$ cat config.mk
export PLATFORM = sky130hd
export DESIGN_NAME = pll_cfg_responder
export DESIGN_NICKNAME = d
export VERILOG_FILES = /design/src/rtl/pll_cfg_pkg.sv /design/src/rtl/pll_cfg_timer.sv /design/src/rtl/pll_cfg_responder.sv
export SDC_FILE = /design/constraint.sdc
export NUM_CORES = 1
export LEC_CHECK = 0
export CORE_AREA = 3 3 168 170
export CTS_CLUSTER_SIZE = 25
export DETAILED_ROUTE_END_ITERATION = 7
export DIE_AREA = 0 0 171 173
export GPL_TIMING_DRIVEN = 0
export PLACE_DENSITY = 0.63
export SLEW_MARGIN = 20
export SYNTH_ARGS = -nofsm -noshare
export SYNTH_HDL_FRONTEND = slang
export SYNTH_HIERARCHICAL = 1
export SYNTH_SLANG_ARGS = --single-unit
$ cat constraint.sdc
create_clock -name CLK_50M -period 3 [get_ports CLK_50M]
set_clock_uncertainty 0.2 [all_clocks]
set_input_delay 0.6 -clock CLK_50M [delete_from_list [all_inputs] [get_ports CLK_50M]]
set_output_delay 0.6 -clock CLK_50M [all_outputs]
set_load 0.02 [all_outputs]
$ cat src/rtl/pll_cfg_pkg.sv
// +----------------------------------------------------------------------+
// | pll_cfg_pkg : register map, C-word field layout and counter struct   |
// | Rev 1.0                                                              |
// +----------------------------------------------------------------------+
`default_nettype none

package pll_cfg_pkg;

    localparam logic [5:0] ADDR_MODE   = 6'd0;
    localparam logic [5:0] ADDR_STATUS = 6'd1;
    localparam logic [5:0] ADDR_START  = 6'd2;
    localparam logic [5:0] ADDR_N      = 6'd3;
    localparam logic [5:0] ADDR_M      = 6'd4;
    localparam logic [5:0] ADDR_C      = 6'd5;
    localparam logic [5:0] ADDR_K      = 6'd7;

    localparam int C_CNT_W   = 18;
    localparam int C_IDX_LSB = 18;
    localparam int C_IDX_W   = 5;

    typedef struct packed {
        logic       odd;
        logic       bypass;
        logic [7:0] hi;
        logic [7:0] lo;
    } pll_cnt_t;

    typedef enum logic [0:0] {
        ST_IDLE = 1'b0,
        ST_BUSY = 1'b1
    } cfg_state_t;

    function automatic pll_cnt_t to_cnt(input logic [31:0] word);
        return pll_cnt_t'(word[C_CNT_W-1:0]);
    endfunction

endpackage

`default_nettype wire

$ cat src/rtl/pll_cfg_timer.sv
// +----------------------------------------------------------------------+
// | pll_cfg_timer : loadable down-counter that parks at zero (done)      |
// | Rev 1.0                                                              |
// +----------------------------------------------------------------------+
`default_nettype none

module pll_cfg_timer #(
    parameter int               WIDTH   = 8,
    parameter logic [WIDTH-1:0] RST_VAL = '0
) (
    input  logic             CLK_50M,
    input  logic             RESET,
    input  logic             load,
    input  logic [WIDTH-1:0] load_val,
    output logic             done
);

    logic [WIDTH-1:0] cnt_q;
    logic [WIDTH-1:0] cnt_d;

    always_comb begin
        cnt_d = cnt_q;
        if (load) begin
            cnt_d = load_val;
        end else if (cnt_q != '0) begin
            cnt_d = cnt_q - WIDTH'(1);
        end
    end

    always_ff @(posedge CLK_50M) begin
        if (RESET) begin
            cnt_q <= RST_VAL;
        end else begin
            cnt_q <= cnt_d;
        end
    end

    assign done = (cnt_q == '0);

endmodule

`default_nettype wire

$ cat src/rtl/pll_cfg_responder.sv
// +----------------------------------------------------------------------+
// | pll_cfg_responder : Avalon-MM PLL reconfig responder, shadow/apply   |
// | Optional shadow readback: define PLL_CFG_READBACK_EN.   Rev 1.0      |
// +----------------------------------------------------------------------+
`default_nettype none

module pll_cfg_responder
    import pll_cfg_pkg::*;
#(
    parameter int NUM_C         = 3,
    parameter int RECONF_CYCLES = 64,
    parameter int LOCK_CYCLES   = 256
) (
    input  logic                 CLK_50M,
    input  logic                 RESET,
    input  logic                 mgmt_write,
    input  logic                 mgmt_read,
    input  logic [5:0]           mgmt_address,
    input  logic [31:0]          mgmt_writedata,
    output logic [31:0]          mgmt_readdata,
    output logic                 mgmt_waitrequest,
    output logic [17:0]          n_cnt,
    output logic [17:0]          m_cnt,
    output logic [NUM_C*18-1:0]  c_cnt,
    output logic [31:0]          k_frac,
    output logic                 apply,
    output logic                 locked
);

    localparam int BUSY_W = $clog2(RECONF_CYCLES + 1);
    localparam int LOCK_W = $clog2(LOCK_CYCLES + 1);

    cfg_state_t  state_q, state_d;
    logic        mode_q, mode_d;
    pll_cnt_t    n_sh_q, n_sh_d, m_sh_q, m_sh_d;
    pll_cnt_t    n_q, n_d, m_q, m_d;
    pll_cnt_t    c_sh_q [NUM_C];
    pll_cnt_t    c_sh_d [NUM_C];
    pll_cnt_t    c_q    [NUM_C];
    pll_cnt_t    c_d    [NUM_C];
    logic [31:0] k_sh_q, k_sh_d, k_q, k_d;
    logic [31:0] readdata_q, readdata_d;

    logic               wr_acc, rd_acc, start, apply_w;
    logic               busy_done, lock_done;
    logic [C_IDX_W-1:0] c_idx_w;

`ifdef PLL_CFG_READBACK_EN
    logic [C_IDX_W-1:0] c_idx_q, c_idx_d;
    pll_cnt_t           rb_c;
`endif

    // Writes only land in IDLE: waitrequest mode stalls them, polling mode drops them.
    always_comb begin
        c_idx_w          = mgmt_writedata[C_IDX_LSB +: C_IDX_W];
        mgmt_waitrequest = !RESET && !mode_q && (state_q == ST_BUSY)
                           && (mgmt_write || mgmt_read);
        wr_acc           = mgmt_write && (state_q == ST_IDLE);
        rd_acc           = mgmt_read && !mgmt_write && !mgmt_waitrequest;
        start            = wr_acc && (mgmt_address == ADDR_START);
        apply_w          = !RESET && (state_q == ST_BUSY) && busy_done;
    end

    always_comb begin
        state_d = state_q;
        mode_d  = mode_q;
        n_sh_d  = n_sh_q;
        m_sh_d  = m_sh_q;
        c_sh_d  = c_sh_q;
        k_sh_d  = k_sh_q;
        n_d     = n_q;
        m_d     = m_q;
        c_d     = c_q;
        k_d     = k_q;
`ifdef PLL_CFG_READBACK_EN
        c_idx_d = c_idx_q;
`endif

        case (state_q)
            ST_IDLE: if (start) state_d = ST_BUSY;
            ST_BUSY: if (busy_done) state_d = ST_IDLE;
            default: state_d = ST_IDLE;
        endcase

        if (apply_w) begin
            n_d = n_sh_q;
            m_d = m_sh_q;
            c_d = c_sh_q;
            k_d = k_sh_q;
        end

        if (wr_acc) begin
            case (mgmt_address)
                ADDR_MODE: mode_d = mgmt_writedata[0];
                ADDR_N:    n_sh_d = to_cnt(mgmt_writedata);
                ADDR_M:    m_sh_d = to_cnt(mgmt_writedata);
                ADDR_C: begin
`ifdef PLL_CFG_READBACK_EN
                    c_idx_d = c_idx_w;
`endif
                    for (int i = 0; i < NUM_C; i++) begin
                        if (int'(c_idx_w) == i) c_sh_d[i] = to_cnt(mgmt_writedata);
                    end
                end
                ADDR_K:    k_sh_d = mgmt_writedata;
                default: ;
            endcase
        end
    end

    always_comb begin
        readdata_d = '0;
`ifdef PLL_CFG_READBACK_EN
        rb_c = '0;
        for (int i = 0; i < NUM_C; i++) begin
            if (int'(c_idx_q) == i) rb_c = c_sh_q[i];
        end
`endif
        if (rd_acc) begin
            case (mgmt_address)
                ADDR_STATUS: readdata_d = {31'b0, (state_q == ST_IDLE)};
`ifdef PLL_CFG_READBACK_EN
                ADDR_MODE:   readdata_d = {31'b0, mode_q};
                ADDR_N:      readdata_d = {14'b0, n_sh_q};
                ADDR_M:      readdata_d = {14'b0, m_sh_q};
                ADDR_C:      readdata_d = {9'b0, c_idx_q, rb_c};
                ADDR_K:      readdata_d = k_sh_q;
`endif
                default:     readdata_d = '0;
            endcase
        end
    end

    always_ff @(posedge CLK_50M) begin
        if (RESET) begin
            state_q    <= ST_IDLE;
            mode_q     <= 1'b0;
            n_sh_q     <= '0;
            m_sh_q     <= '0;
            k_sh_q     <= '0;
            n_q        <= '0;
            m_q        <= '0;
            k_q        <= '0;
            readdata_q <= '0;
            for (int i = 0; i < NUM_C; i++) begin
                c_sh_q[i] <= '0;
                c_q[i]    <= '0;
            end
`ifdef PLL_CFG_READBACK_EN
            c_idx_q    <= '0;
`endif
        end else begin
            state_q    <= state_d;
            mode_q     <= mode_d;
            n_sh_q     <= n_sh_d;
            m_sh_q     <= m_sh_d;
            k_sh_q     <= k_sh_d;
            n_q        <= n_d;
            m_q        <= m_d;
            k_q        <= k_d;
            readdata_q <= readdata_d;
            c_sh_q     <= c_sh_d;
            c_q        <= c_d;
`ifdef PLL_CFG_READBACK_EN
            c_idx_q    <= c_idx_d;
`endif
        end
    end

    pll_cfg_timer #(
        .WIDTH   (BUSY_W),
        .RST_VAL (BUSY_W'(0))
    ) u_busy_timer (
        .CLK_50M  (CLK_50M),
        .RESET    (RESET),
        .load     (start),
        .load_val (BUSY_W'(RECONF_CYCLES - 1)),
        .done     (busy_done)
    );

    // Lock timer starts armed out of reset so lock is first gained LOCK_CYCLES after release.
    pll_cfg_timer #(
        .WIDTH   (LOCK_W),
        .RST_VAL (LOCK_W'(LOCK_CYCLES))
    ) u_lock_timer (
        .CLK_50M  (CLK_50M),
        .RESET    (RESET),
        .load     (apply_w),
        .load_val (LOCK_W'(LOCK_CYCLES)),
        .done     (lock_done)
    );

    generate
        for (genvar gi = 0; gi < NUM_C; gi++) begin : g_c_out
            assign c_cnt[gi*18 +: 18] = c_q[gi];
        end
    endgenerate

    assign n_cnt         = n_q;
    assign m_cnt         = m_q;
    assign k_frac        = k_q;
    assign apply         = apply_w;
    assign locked        = lock_done;
    assign mgmt_readdata = readdata_q;

endmodule

`default_nettype wire

Yosys cells after proc, flatten, opt, wreduce, memory -nomap -nowiden
Cells that the tools add are included.

storage, ports and cells
  bits in registers = 294
  bits in latches = 0
  RAM bits = 0
  bits in read-only memories = 0
  input bits = 42
  output and inout bits = 157
  logic and storage cells = 99
  memories kept = 0

operators by class
  $add $sub $neg = 2
  $mul = 0
  divide/modulo/power cells = 0
  order comparisons = 0
  equal/unequal tests = 8
  shift operators = 0
  multiplexer cells = 5
  bitwise logic cells = 3
  reduce and logical (&&, ||, !) cells = 32

operator list
  operator                                                                count
  6-bit by 3-bit equality test with 1-bit output (second input constant)  3
  6-bit by 2-bit equality test with 1-bit output (second input constant)  2
  6-bit two-way mux                                                       2
  1-bit logical AND                                                       9
  9-bit logical NOT                                                       1
  3-bit AND reduction                                                     3
  9-bit nonzero test                                                      1
  9-bit by 1-bit subtractor with 9-bit output (second input constant)     1
  2-bit AND reduction                                                     4
  7-bit logical NOT                                                       1
  7-bit nonzero test                                                      1
  7-bit by 1-bit subtractor with 7-bit output (second input constant)     1
  6-bit by 1-bit equality test with 1-bit output (second input constant)  1
  6-bit logical NOT                                                       1
  2-bit OR reduction                                                      3
  5-bit by 2-bit equality test with 1-bit output (second input constant)  1
  5-bit by 3-bit equality test with 1-bit output (second input constant)  1
  5-bit logical NOT                                                       1
  1-bit logical NOT                                                       4
  1-bit inverter                                                          3
  3-bit OR reduction                                                      1
  1-bit two-way mux                                                       2
  1-bit one-hot mux with 2 select lines                                   1
  2-bit nonzero test                                                      1
  1-bit logical OR                                                        1

Depth between registers and ports, before layout
  depth in word-level cells = 8
  depth in mapped cells = 11
  mapped depth without buffers = 8

Modules after synthesis
The synthesis kept the hierarchy.

modules (own cells, without submodules)
  module                         instances  cells an instance  area each (um^2)  sequential area each (um^2)
  pll_cfg_responder              1          1024               9825.7            4944.7
  pll_cfg_timer at u_lock_timer  1          63                 519.2             180.2
  pll_cfg_timer at u_busy_timer  1          47                 399.1             140.1

Worst setup path before layout
No wires, ideal clock.

  path type = input to output
  from = input RESET
  to = output mgmt_waitrequest
  arrival = 1.680 ns
  required time = 2.200 ns
  path slack = 0.520 ns
  stages on the path = 3
  path buffers = 2
  path through = buf_2 -> clkbuf_1 -> nor4b_1

on the way
  longest elaborated chain between the ends = 4

RTL lines
  item                             RTL line                 RTL
  start: declaration               pll_cfg_responder.sv:15  input logic RESET,
  1-bit logical NOT                pll_cfg_responder.sv:56  mgmt_waitrequest = !RESET && !mode_q && (state_q == ST_BUSY)
  1-bit logical AND (2 in series)  pll_cfg_responder.sv:56
  1-bit logical AND                pll_cfg_responder.sv:57  && (mgmt_write || mgmt_read);
  end: declaration                 pll_cfg_responder.sv:21  output logic mgmt_waitrequest,

Every way passes these cells.

Worst setup path in the final report
Ends and elaborated chain as after synthesis.

==> results_dict.tcl <==
set metrics [dict create \
    status "finished, final reports clean" \
    routed_wl_um 28340 \
    maxSlewHeadroom 0.4677 \
    area_growth_pct 31.01 \
    drc 0 \
    num_rows 60 \
    htreeDepth 1 \
    firstDrtPassIters 7 \
    track_usage 0.1857 \
    min_period_over_period 0.9627 \
    power_mw 8.451 \
    hp-class "reg2reg" \
    startpoint_type "input port" \
    seq_area_frac_synth 0.4900 \
    setup_slack_ns 0.1118 \
    grt_pass1_wl_um 44150 \
    post_drt_wl_per_cell_um 16.32 \
    viasPerCell 4.656 \
    die_h_um 173 \
    grt_max_degree 25 \
    p_leak_nw 5.574 \
    synth_cells 1134 \
    ys_warn_count 6 \
    rsz0062_at_grt "no" \
    critPathRequiredTime_ns 2.20 \
    cts_tree "built" \
    ant_nets 0 \
    end_kind "primary output" \
    grt_pass1_vias 8119 \
    period_needed_ns 2.888 \
    whs_ns 0.2506 \
    drtIter0Drc 491 \
    num_vias 8087 \
    crit_path_max_fanout 19 \
    dp_hpwl_um 19890 \
    clk-insertion-delay-late_ns 0.54 \
    drive_gt1_frac 0.08739 \
    dieArea_um2 29580 \
    root_buffer "clkbuf_16" \
    whs_path_depth 2 \
    placement.io_buffers 167 \
    reg2reg_depth 8 \
    hold_viol_final 0 \
    clockBufferDepth 3 \
    io_pins 199 \
    async_flop_share 0 \
    initial_core_util 0.3998 \
    multiInputGateArea_um2 4974 \
    worstPathArrival_ns 2.09 \
    dp.cells 1687 \
    numCtsBuffers 28 \
    worstMarginPinSlew_ns 0.7984 \
    peakVddDrop_mv 0.3685 \
    die_w_um 171 \
    fill_cells 2538 \
    yosysUniqueCellTypes 52 \
    cap_violations 0 \
    final_common_cell "nand2b_1" \
    cts_setup_buffers 0 \
    setup_viol 0 \
    core-area_um2 26880 \
    finalNonFillerCells 1737 \
    grt_overflow 0 \
    seqCellArea_um2 5265 \
    maxSlewViolCount 0 \
    layout_common_cells "nand2b_1, dfxtp_1, clkdlybuf4s50_1" \
    max_freq_ghz 0.3462 \
    synth_edf_count 0 \
    critPathKind "in2out" \
    ys_ff_latch 263 \
    antenna_found_initial 0 \
    syn_area_per_cell_um2 9.474 \
    p_per_area_nw_per_um2 600.4 \
    nets 1419 \
    place_ws_ns -0.9546 \
    diodes 0 \
    postCtsHoldBufs 0 \
    synth_flop_cell "dfxtp_1" \
    fin_setup_tns_ns 0 \
    clk_pin_slew_ns 0.06 \
    place.gp.congestion 0.8032 \
    clock-sinks 263 \
    netlist_area_um2 10740 \
]
flip-flops by register name, summed over array words and instances, names as in the netlist:
register	count
m_cnt	18
mgmt_readdata	1
n_sh_q	18
m_sh_q	18
c_cnt	54
u_busy_timer/cnt_q	7
k_frac	32
c_sh_q	54
state_q	1
k_sh_q	32
n_cnt	18
u_lock_timer/cnt_q	9
mode_q	1
report_power, final:
group	internal, mW	leakage, nW	switching (mW)	total (mW)
logic	0.443	2.94	0.430	0.873
clock network	2.46	0.515	1.44	3.90
registers	3.59	2.12	0.0938	3.68
path summary, 6_finish.rpt:
path,startpoint,to,slack (ns)
hold / removal,c_sh_q[28],c_cnt[28],0.25
hold reg to reg,c_sh_q[28],c_cnt[28],0.25
setup reg to reg,u_busy_timer/cnt_q[0],k_frac[8],0.26
setup / recovery,RESET,mgmt_waitrequest,0.11
layout make-up:
type,count,share of cell area
plain buffers,107,0.04782
clock inverters,17,0.01902
repair buffers,167,0.1181
inverters,5,0.001333
flip-flops and latches,263,0.3740
clock buffers,35,0.05600
well taps,341,0.03031
multi-input cells,802,0.3533
cell families after synthesis:
logic type               Yosys count  share of synthesized area
AND/OR/NAND/NOR                  473                     0.2470
buffers and inverters            114                    0.06358
multiplexers                     124                     0.1156
flip-flops                       263                     0.4900
AO/OA/AOI/OAI                    146                    0.07220
other                              2                  0.0006990
XOR/XNOR                           9                   0.007337
adder cells (fa/ha/maj)            3                   0.003494
critical path: stages:
cell and delay, ns:
dlygate4sd2_1 0.38, buf_2 0.34, nor4b_1 0.35, dlygate4sd2_1 0.41
metrics by stage:
stage / util / instance area [um2]
2_1_floorplan: - / 10910
3_3_place_gp: 0.4841 / 13010
3_5_place_dp: 0.4841 / 13010
4_1_cts: 0.5236 / 14070
5_1_grt: 0.5237 / 14080
6_report: 0.5237 / 14080
synthesized netlist by cell type, types with 3 or more instances:
master    count  area (um2)
nand3b_1      3       22.52
nand2b_1    279        1745
o22ai_1       4       25.02
o21ai_0     126       630.6
dfxtp_1     263        5265
buf_6        11       123.9
inv_1         5       18.77
xor2_1        3       26.28
buf_1         4       15.01
ha_1          3       37.54
or3_1         3       18.77
mux2i_1     123        1231
buf_2        11       55.05
nor2_1        8       30.03
or2_2         3       18.77
buf_4        32       240.2
nand3_1       4       20.02
a21oi_1       5       25.02
nor3b_1       4       30.03
nor3_1        6       30.03
clkbuf_1     48       180.2
nand2_1     141       529.3
nor2b_1       3       18.77
xnor2_1       6       52.55
per-layer routing:
metal  global-route usage  part of all wire  vias up
met1               0.2441              0.46     3726
li1                     -                 -     4134
met4              0.04997             0.021        0
met3              0.02858             0.048       41
met5                    0                 0        -
met2               0.3171              0.48      186
repair_timing:
item | in CTS | in global routing
cloned | 0 | 0
gates resized for setup | 9 | 5
endpoints found under the setup margin | 11 | 4
(Power assumes the default switching activity.)
